## src/rtl/sweep_controller.sv

```systemverilog
// Sweeps an 8-bit stimulus through a circuit under test, stores each response
// in a result RAM, and streams the RAM back out over a UART on command.
module sweep_controller #(
    parameter int unsigned SETTLE_CYCLES = 4,
    parameter int unsigned TX_TIMEOUT    = 65535
) (
    input  logic       iClock,
    input  logic       iReset,
    input  logic       iRxDone,
    input  logic [7:0] iRxData,
    input  logic       iTxDone,
    output logic       oTxSend,
    output logic [7:0] oTxData,
    output logic [7:0] oGenIn,
    input  logic [7:0] iGenOut,
    output logic [7:0] oMemAddr,
    output logic [7:0] oMemData,
    output logic       oMemWrite,
    input  logic [7:0] iMemQ,
    output logic       oBusy,
    output logic       oDone,
    output logic       oError,
    output logic       oSerialReset
);

    typedef enum logic [3:0] {
        IDLE,
        SETTLE,
        WRITE,
        RD_ADDR,
        RD_WAIT,
        SEND,
        WAIT_TX,
        FINISH,
        ABORT
    } state_t;

    localparam logic [7:0]  CMD_SWEEP = 8'h53;
    localparam logic [7:0]  CMD_TX    = 8'h54;
    localparam logic [7:0]  CMD_GO    = 8'h47;
    localparam logic [7:0]  SETTLE_LAST = 8'(SETTLE_CYCLES - 1);
    localparam logic [15:0] TX_LAST     = 16'(TX_TIMEOUT - 1);

    state_t      state;
    logic [7:0]  settle_cnt;
    logic [7:0]  tx_addr;
    logic [15:0] tx_cnt;
    logic        then_tx;

    always_ff @(posedge iClock) begin
        if (!iReset) begin
            state        <= IDLE;
            settle_cnt   <= 8'd0;
            tx_addr      <= 8'd0;
            tx_cnt       <= 16'd0;
            then_tx      <= 1'b0;
            oGenIn       <= 8'd0;
            oMemAddr     <= 8'd0;
            oMemData     <= 8'd0;
            oMemWrite    <= 1'b0;
            oTxData      <= 8'd0;
            oTxSend      <= 1'b0;
            oBusy        <= 1'b0;
            oDone        <= 1'b0;
            oError       <= 1'b0;
            oSerialReset <= 1'b0;
        end else begin
            // Pulse outputs drop unless the transition below re-asserts them.
            oMemWrite    <= 1'b0;
            oTxSend      <= 1'b0;
            oDone        <= 1'b0;
            oSerialReset <= 1'b0;

            unique case (state)
                IDLE: begin
                    if (iRxDone) begin
                        case (iRxData)
                            CMD_SWEEP, CMD_GO: begin
                                state      <= SETTLE;
                                then_tx    <= (iRxData == CMD_GO);
                                oGenIn     <= 8'd0;
                                settle_cnt <= 8'd0;
                                tx_cnt     <= 16'd0;
                                oBusy      <= 1'b1;
                                oError     <= 1'b0;
                            end
                            CMD_TX: begin
                                state    <= RD_ADDR;
                                then_tx  <= 1'b1;
                                tx_addr  <= 8'd0;
                                oMemAddr <= 8'd0;
                                tx_cnt   <= 16'd0;
                                oBusy    <= 1'b1;
                                oError   <= 1'b0;
                            end
                            default: ;
                        endcase
                    end
                end

                SETTLE: begin
                    if (settle_cnt == SETTLE_LAST) begin
                        state     <= WRITE;
                        oMemWrite <= 1'b1;
                        oMemAddr  <= oGenIn;
                        oMemData  <= iGenOut;
                    end else begin
                        settle_cnt <= settle_cnt + 8'd1;
                    end
                end

                WRITE: begin
                    if (oGenIn != 8'hFF) begin
                        oGenIn     <= oGenIn + 8'd1;
                        settle_cnt <= 8'd0;
                        state      <= SETTLE;
                    end else if (then_tx) begin
                        state    <= RD_ADDR;
                        tx_addr  <= 8'd0;
                        oMemAddr <= 8'd0;
                    end else begin
                        state <= FINISH;
                        oDone <= 1'b1;
                    end
                end

                RD_ADDR: state <= RD_WAIT;

                RD_WAIT: begin
                    state   <= SEND;
                    oTxData <= iMemQ;
                    oTxSend <= 1'b1;
                end

                // A done pulse overlapping SEND belongs to no byte of ours.
                SEND: begin
                    state  <= WAIT_TX;
                    tx_cnt <= 16'd0;
                end

                WAIT_TX: begin
                    if (iTxDone) begin
                        if (tx_addr != 8'hFF) begin
                            tx_addr  <= tx_addr + 8'd1;
                            oMemAddr <= tx_addr + 8'd1;
                            state    <= RD_ADDR;
                        end else begin
                            state <= FINISH;
                            oDone <= 1'b1;
                        end
                    end else if (tx_cnt == TX_LAST) begin
                        state        <= ABORT;
                        oSerialReset <= 1'b1;
                        oError       <= 1'b1;
                    end else begin
                        tx_cnt <= tx_cnt + 16'd1;
                    end
                end

                FINISH: begin
                    state <= IDLE;
                    oBusy <= 1'b0;
                end

                ABORT: begin
                    state <= IDLE;
                    oBusy <= 1'b0;
                end

                default: begin
                    state <= IDLE;
                    oBusy <= 1'b0;
                end
            endcase
        end
    end

endmodule

```

## config.mk

```make
export PLATFORM = sky130hd
export DESIGN_NAME = sweep_controller
export DESIGN_NICKNAME = d
export VERILOG_FILES = /design/src/rtl/sweep_controller.sv
export SDC_FILE = /design/constraint.sdc
export NUM_CORES = 1
export LEC_CHECK = 0
export ABC_AREA = 0
export BUFFER_PORTS_ARGS = -buffer_cell sky130_fd_sc_hd__buf_2
export CAP_MARGIN = 5
export CELL_PAD_IN_SITES_DETAIL_PLACEMENT = 0
export CELL_PAD_IN_SITES_GLOBAL_PLACEMENT = 2
export CORE_ASPECT_RATIO = 1.25
export CORE_UTILIZATION = 36
export DETAILED_ROUTE_END_ITERATION = 10
export GPL_TIMING_DRIVEN = 0
export MAX_ROUTING_LAYER = met4
export PLACE_DENSITY = 0.92
export SLEW_MARGIN = 15
export SYNTH_ARGS = -nofsm -noshare
export SYNTH_HDL_FRONTEND = slang
export SYNTH_SLANG_ARGS = --single-unit
```

## constraint.sdc

```tcl
create_clock -name iClock -period 3.1 [get_ports iClock]
set_input_delay 0.31 -clock iClock [delete_from_list [all_inputs] [get_ports iClock]]
set_output_delay 0.31 -clock iClock [all_outputs]
set_load 0.02 [all_outputs]
```

# Yosys cells after proc, flatten, opt, wreduce, memory -nomap -nowiden

Cells that the tools add are included.

Shifts and indexed selects: 0
Multiplexer cells: 47
Multipliers: 0
Magnitude comparators: 0
Eq/ne operators: 29
Reductions and logical operators: 23
Div/mod/pow operators: 0
Add/subtract/negate cells: 4
Bitwise operators: 3

Operators by type and width:

| kind                                                | count |
|---|---|
| 2-to-1 mux 8 bit                                    | 12 |
| 2-to-1 mux 16 bit                                   | 4 |
| case mux 16 bit (3 select lines)                    | 1 |
| case mux 8 bit (3 select lines)                     | 2 |
| case mux 8 bit (4 select lines)                     | 1 |
| case mux 4 bit (7 select lines)                     | 1 |
| adder 8 x 1 -> 8 bit, second input constant         | 3 |
| equality test 8 x 7 -> 1 bit, second input constant | 3 |
| inequality test 2 bit, second input constant        | 12 |
| adder 16 x 1 -> 16 bit, second input constant       | 1 |
| equality test 16 bit, second input constant         | 1 |
| 2-to-1 mux 4 bit                                    | 4 |
| inequality test 8 bit, second input constant        | 2 |
| case mux 8 bit (2 select lines)                     | 1 |
| AND reduction 5 bit                                 | 3 |
| 2-to-1 mux 1 bit                                    | 13 |
| equality test 4 x 3 -> 1 bit, second input constant | 3 |
| 2-to-1 mux 3 bit                                    | 3 |
| nonzero test 3 bit                                  | 3 |
| equality test 4 x 2 -> 1 bit, second input constant | 2 |
| equality test 8 x 2 -> 1 bit, second input constant | 1 |
| case mux 1 bit (2 select lines)                     | 4 |
| case mux 4 bit (2 select lines)                     | 1 |
| AND reduction 4 bit                                 | 2 |
| 15 further kinds                                    | 23 |

RAM bits: 0
Latch bits: 0
Register bits after elaboration: 75
Bits of input ports: 28
Logic and storage cells: 121
Output and inout bits: 38
Memory bits (read-only): 0
Memories kept: 0

# Logic depth before layout (Yosys ltp)

Depth in word-level cells: 5
Gate-level depth with buffers: 9

# Least setup slack after synthesis

Ideal clock, no wire load.

Path type: register to register
From: register oGenIn[0]
To: register oMemAddr[3]
Arrival: 2108 ps
Path slack: 860 ps
Path buffers: 1
Stages on the path, launching flop included: 8
Period minus slack after synthesis: 2240 ps
Library setup time: 132 ps
Required time: 2968 ps
Path through: dfxtp_1 -> ha_1 -> and4_1 -> a31oi_1 -> or4_4 -> buf_2 -> a2111oi_0 -> nor3_1

Word-level cells in the longest chain between the ends: 3

Ends and longest elaborated chain:

| what                                   | line | text |
|---|---|---|
| from (decl)                            | 14   | `output logic [7:0] oGenIn,` |
| from (signal assigned)                 | 114  | `oGenIn <= oGenIn + 8'd1;` |
| inequality test 8 bit                  | 113  | `if (oGenIn != 8'hFF) begin` |
| inequality test 2 bit (no source line) | -    |  |
| AND reduction 8 bit (no source line)   | -    |  |
| to (signal assigned)                   | 105  | `oMemAddr <= oGenIn;` |
| to (signal assigned)                   | 145  | `oMemAddr <= tx_addr + 8'd1;` |
| to (decl)                              | 16   | `output logic [7:0] oMemAddr,` |

No other way between the ends.
A chain may end at the register's enable or synchronous reset.

# Final worst setup path

From: register state[2]
To: register settle_cnt[0]

Word-level cells in the longest chain between the ends: 3
Elaborated cells on any way between the ends: 10

Ends and longest elaborated chain:

| what                                                           | line | text |
|---|---|---|
| from (decl)                                                    | 44   | `state_t state;` |
| from (signal assigned)                                         | 52   | `state <= IDLE;` |
| from (signal assigned)                                         | 79   | `state <= SETTLE;` |
| from (signal assigned)                                         | 88   | `state <= RD_ADDR;` |
| equality test 4 x 1 -> 1 bit (tied with other cells)           | 74   | `unique case (state)` |
| inequality test 2 bit (no source line) (tied with other cells) | -    |  |
| AND reduction 5 bit (no source line)                           | -    |  |
| to (signal assigned)                                           | 108  | `settle_cnt <= settle_cnt + 8'd1;` |
| to (decl)                                                      | 45   | `logic [7:0] settle_cnt;` |

Several ways; a longest one is shown, not always the timed one.

==> reports/metrics.cfg <==
[run_status]
status=finished clean

[routing]
viasPerCell=5.69
ant_nets=0
drt_first_pass_iters=4
wire_per_inst_um=16.5
drt-initial-drc-count=145
via_count=3903
drc_errors=0
wl_mm=11.3

[timing]
hold_viol=0
finalMaxSlewViolations=0
tightest_slew_ns=0.981
whs_ns=0.200
skew_ns=0.00568
period_needed_ns=2.63
setup_ws_ns=0.465
setup_violations=0
max_freq_mhz=380
tns_ns=0
fin_crit_sh_pct=85.0
rsz0062_at_grt=no
maxSlewHeadroom_pct=34.1

[finish]
area_growth_pct=20.9
final_common_cell=dfxtp_1
finalInstanceArea_mm2=0.00471
final_cell_mix=dfxtp_1 (75), buf_2 (72), a21oi_1 (50)
diodes=0
drive_above_1_share_pct=19.7
fin_cells=686
postLayoutCoreUtil_pct=44.6
finalNetCount=582

[clocking]
clk_latency_ns=0.34
cts_max_path_buffers=2
cts_sinks=75
post-cts-setup-buffers=0
ctsResizeCount=0
cts-root-buf=clkbuf_16
postCtsHoldBufs=0
htreeDepth=3
clk_pin_slew_ns=0.06
cts_buffers=9
cts_tree=done

[floorplan]
die_area_mm2=0.0112
start_util_pct=36.9
core-area_mm2=0.0106
dieHeight_um=118
die_x_um=95.1
ioPinCount=66
std_cell_rows=42

[hold_path]
hold_class=in2reg

[global_routing]
grt_use_total_pct=21.9
grt-ovfl-total=0
grt_pass1_vias=3691
antenna_found_initial=0
grt_pass1_wl_mm=18.6
grt_max_degree=15

[placement]
place.gp.congestion=0.862
place_inst=670
portBuffers=65
post_dp_cell_area_mm2=0.00439
place_hpwl_mm=8.37
place_ws_ns=0.502

[synthesis]
synth-async-reset-ratio_pct=0
synth_area_per_cell_um2=8.24
synth-edff-count=0
synth_cell_type_count=63
yosysWarnings=0
seq_area_frac_synth_pct=38.5
syn_area_mm2=0.00390
netlist.area_leader.share_pct=38.5
ys_seq_elements=75
synthesis.nets=506
syn_inst=473
synthTopCellsByArea=dfxtp_1 (39%), a21oi_1 (6.4%), nand2_1 (3.9%)
ys_dominant_reg_cell=dfxtp_1
yosys.area.top_type=dfxtp_1

[power_and_ir_drop]
design_power_total_mw=2.19
vdd_drop_max_mv=0.212
power_density_mw_per_mm2=466
p_leak_nw=1.76

[worst_setup_path]
worstSetupEndpointType=flop
start_kind=flop
timing.reg2reg.setup_slack_ns=0.47
crit_required_ns=3.29
path_max_fanout=10
critPathArrivalTime_ns=2.83
crit_type=reg2reg

[job]
drv_cap=0

-- state kept, by name, indices dropped and copies added (netlist names) --
register	count
oBusy	1
tx_cnt	16
oDone	1
settle_cnt	8
then_tx	1
oTxSend	1
oMemAddr	8
tx_addr	8
state	4
oTxData	8
oMemWrite	1
oGenIn	8
oMemData	8
oError	1
oSerialReset	1
-- synth_stat cells (8+ instances only) --
cell / n
o21ai_0: 30
nor2_1: 39
nand3_1: 27
clkbuf_1: 13
nor3_1: 21
inv_1: 13
nand2_1: 41
dfxtp_1: 75
and3_1: 9
nand4_1: 11
mux2i_1: 9
or3_1: 9
a21oi_1: 50
o221a_1: 8
or4_1: 9
-- kinds of logic after synthesis --
family	share of synthesized area, %
XOR/XNOR	1.35
multiplexers	2.31
AND/OR/NAND/NOR	27.6
AO/OA/AOI/OAI	24.0
buffers and inverters	4.56
flip-flops	38.5
adder cells (fa/ha/maj)	1.61
-- cell type report --
| type | instances | area, um^2 |
|---|---|---|
| fill | 1074 | 5850 |
| multi-input combinational | 357 | 2220 |
| sequential | 75 | 1500 |
| timing repair buffer | 65 | 325 |
| clock buffer | 9 | 225 |
| tap | 132 | 165 |
| buffer | 27 | 125 |
| clock inverter | 7 | 98.8 |
| inverter | 14 | 52.6 |
-- critical path: stages, from the launching register on --
cell,delay (ns)
dfxtp_1,0.48
clkbuf_1,0.39
nor4b_1,0.14
nor4_1,0.40
o22ai_1,0.30
o21ai_1,0.66
nor2_1,0.12
-- path summary, 6_finish.rpt --
kind / startpoint / cells past startpoint / endpoint
hold / removal: iGenOut[0] / 3 / oMemData[0]
hold reg to reg: oTxData[0] / 2 / oTxData[0]
setup reg to reg: state[2] / 6 / settle_cnt[0]
setup / recovery: state[2] / 6 / settle_cnt[0]
-- power by group --
| part | internal [mW] | switching [mW] | total [mW] |
|---|---|---|---|
| sequential | 0.965 | 0.000681 | 0.965 |
| clock | 0.712 | 0.435 | 1.15 |
| combinational | 0.0271 | 0.0556 | 0.0827 |
| total | 1.70 | 0.491 | 2.19 |
-- per-layer routing --
| metal | wire (um) | GRT usage [%] |
|---|---|---|
| met5 | 0 | - |
| met4 | 214 | 9.00 |
| met2 | 5770 | 35.5 |
| met3 | 458 | 4.76 |
| met1 | 4890 | 25.9 |
Note: power is estimated with default switching activity, not from simulation.
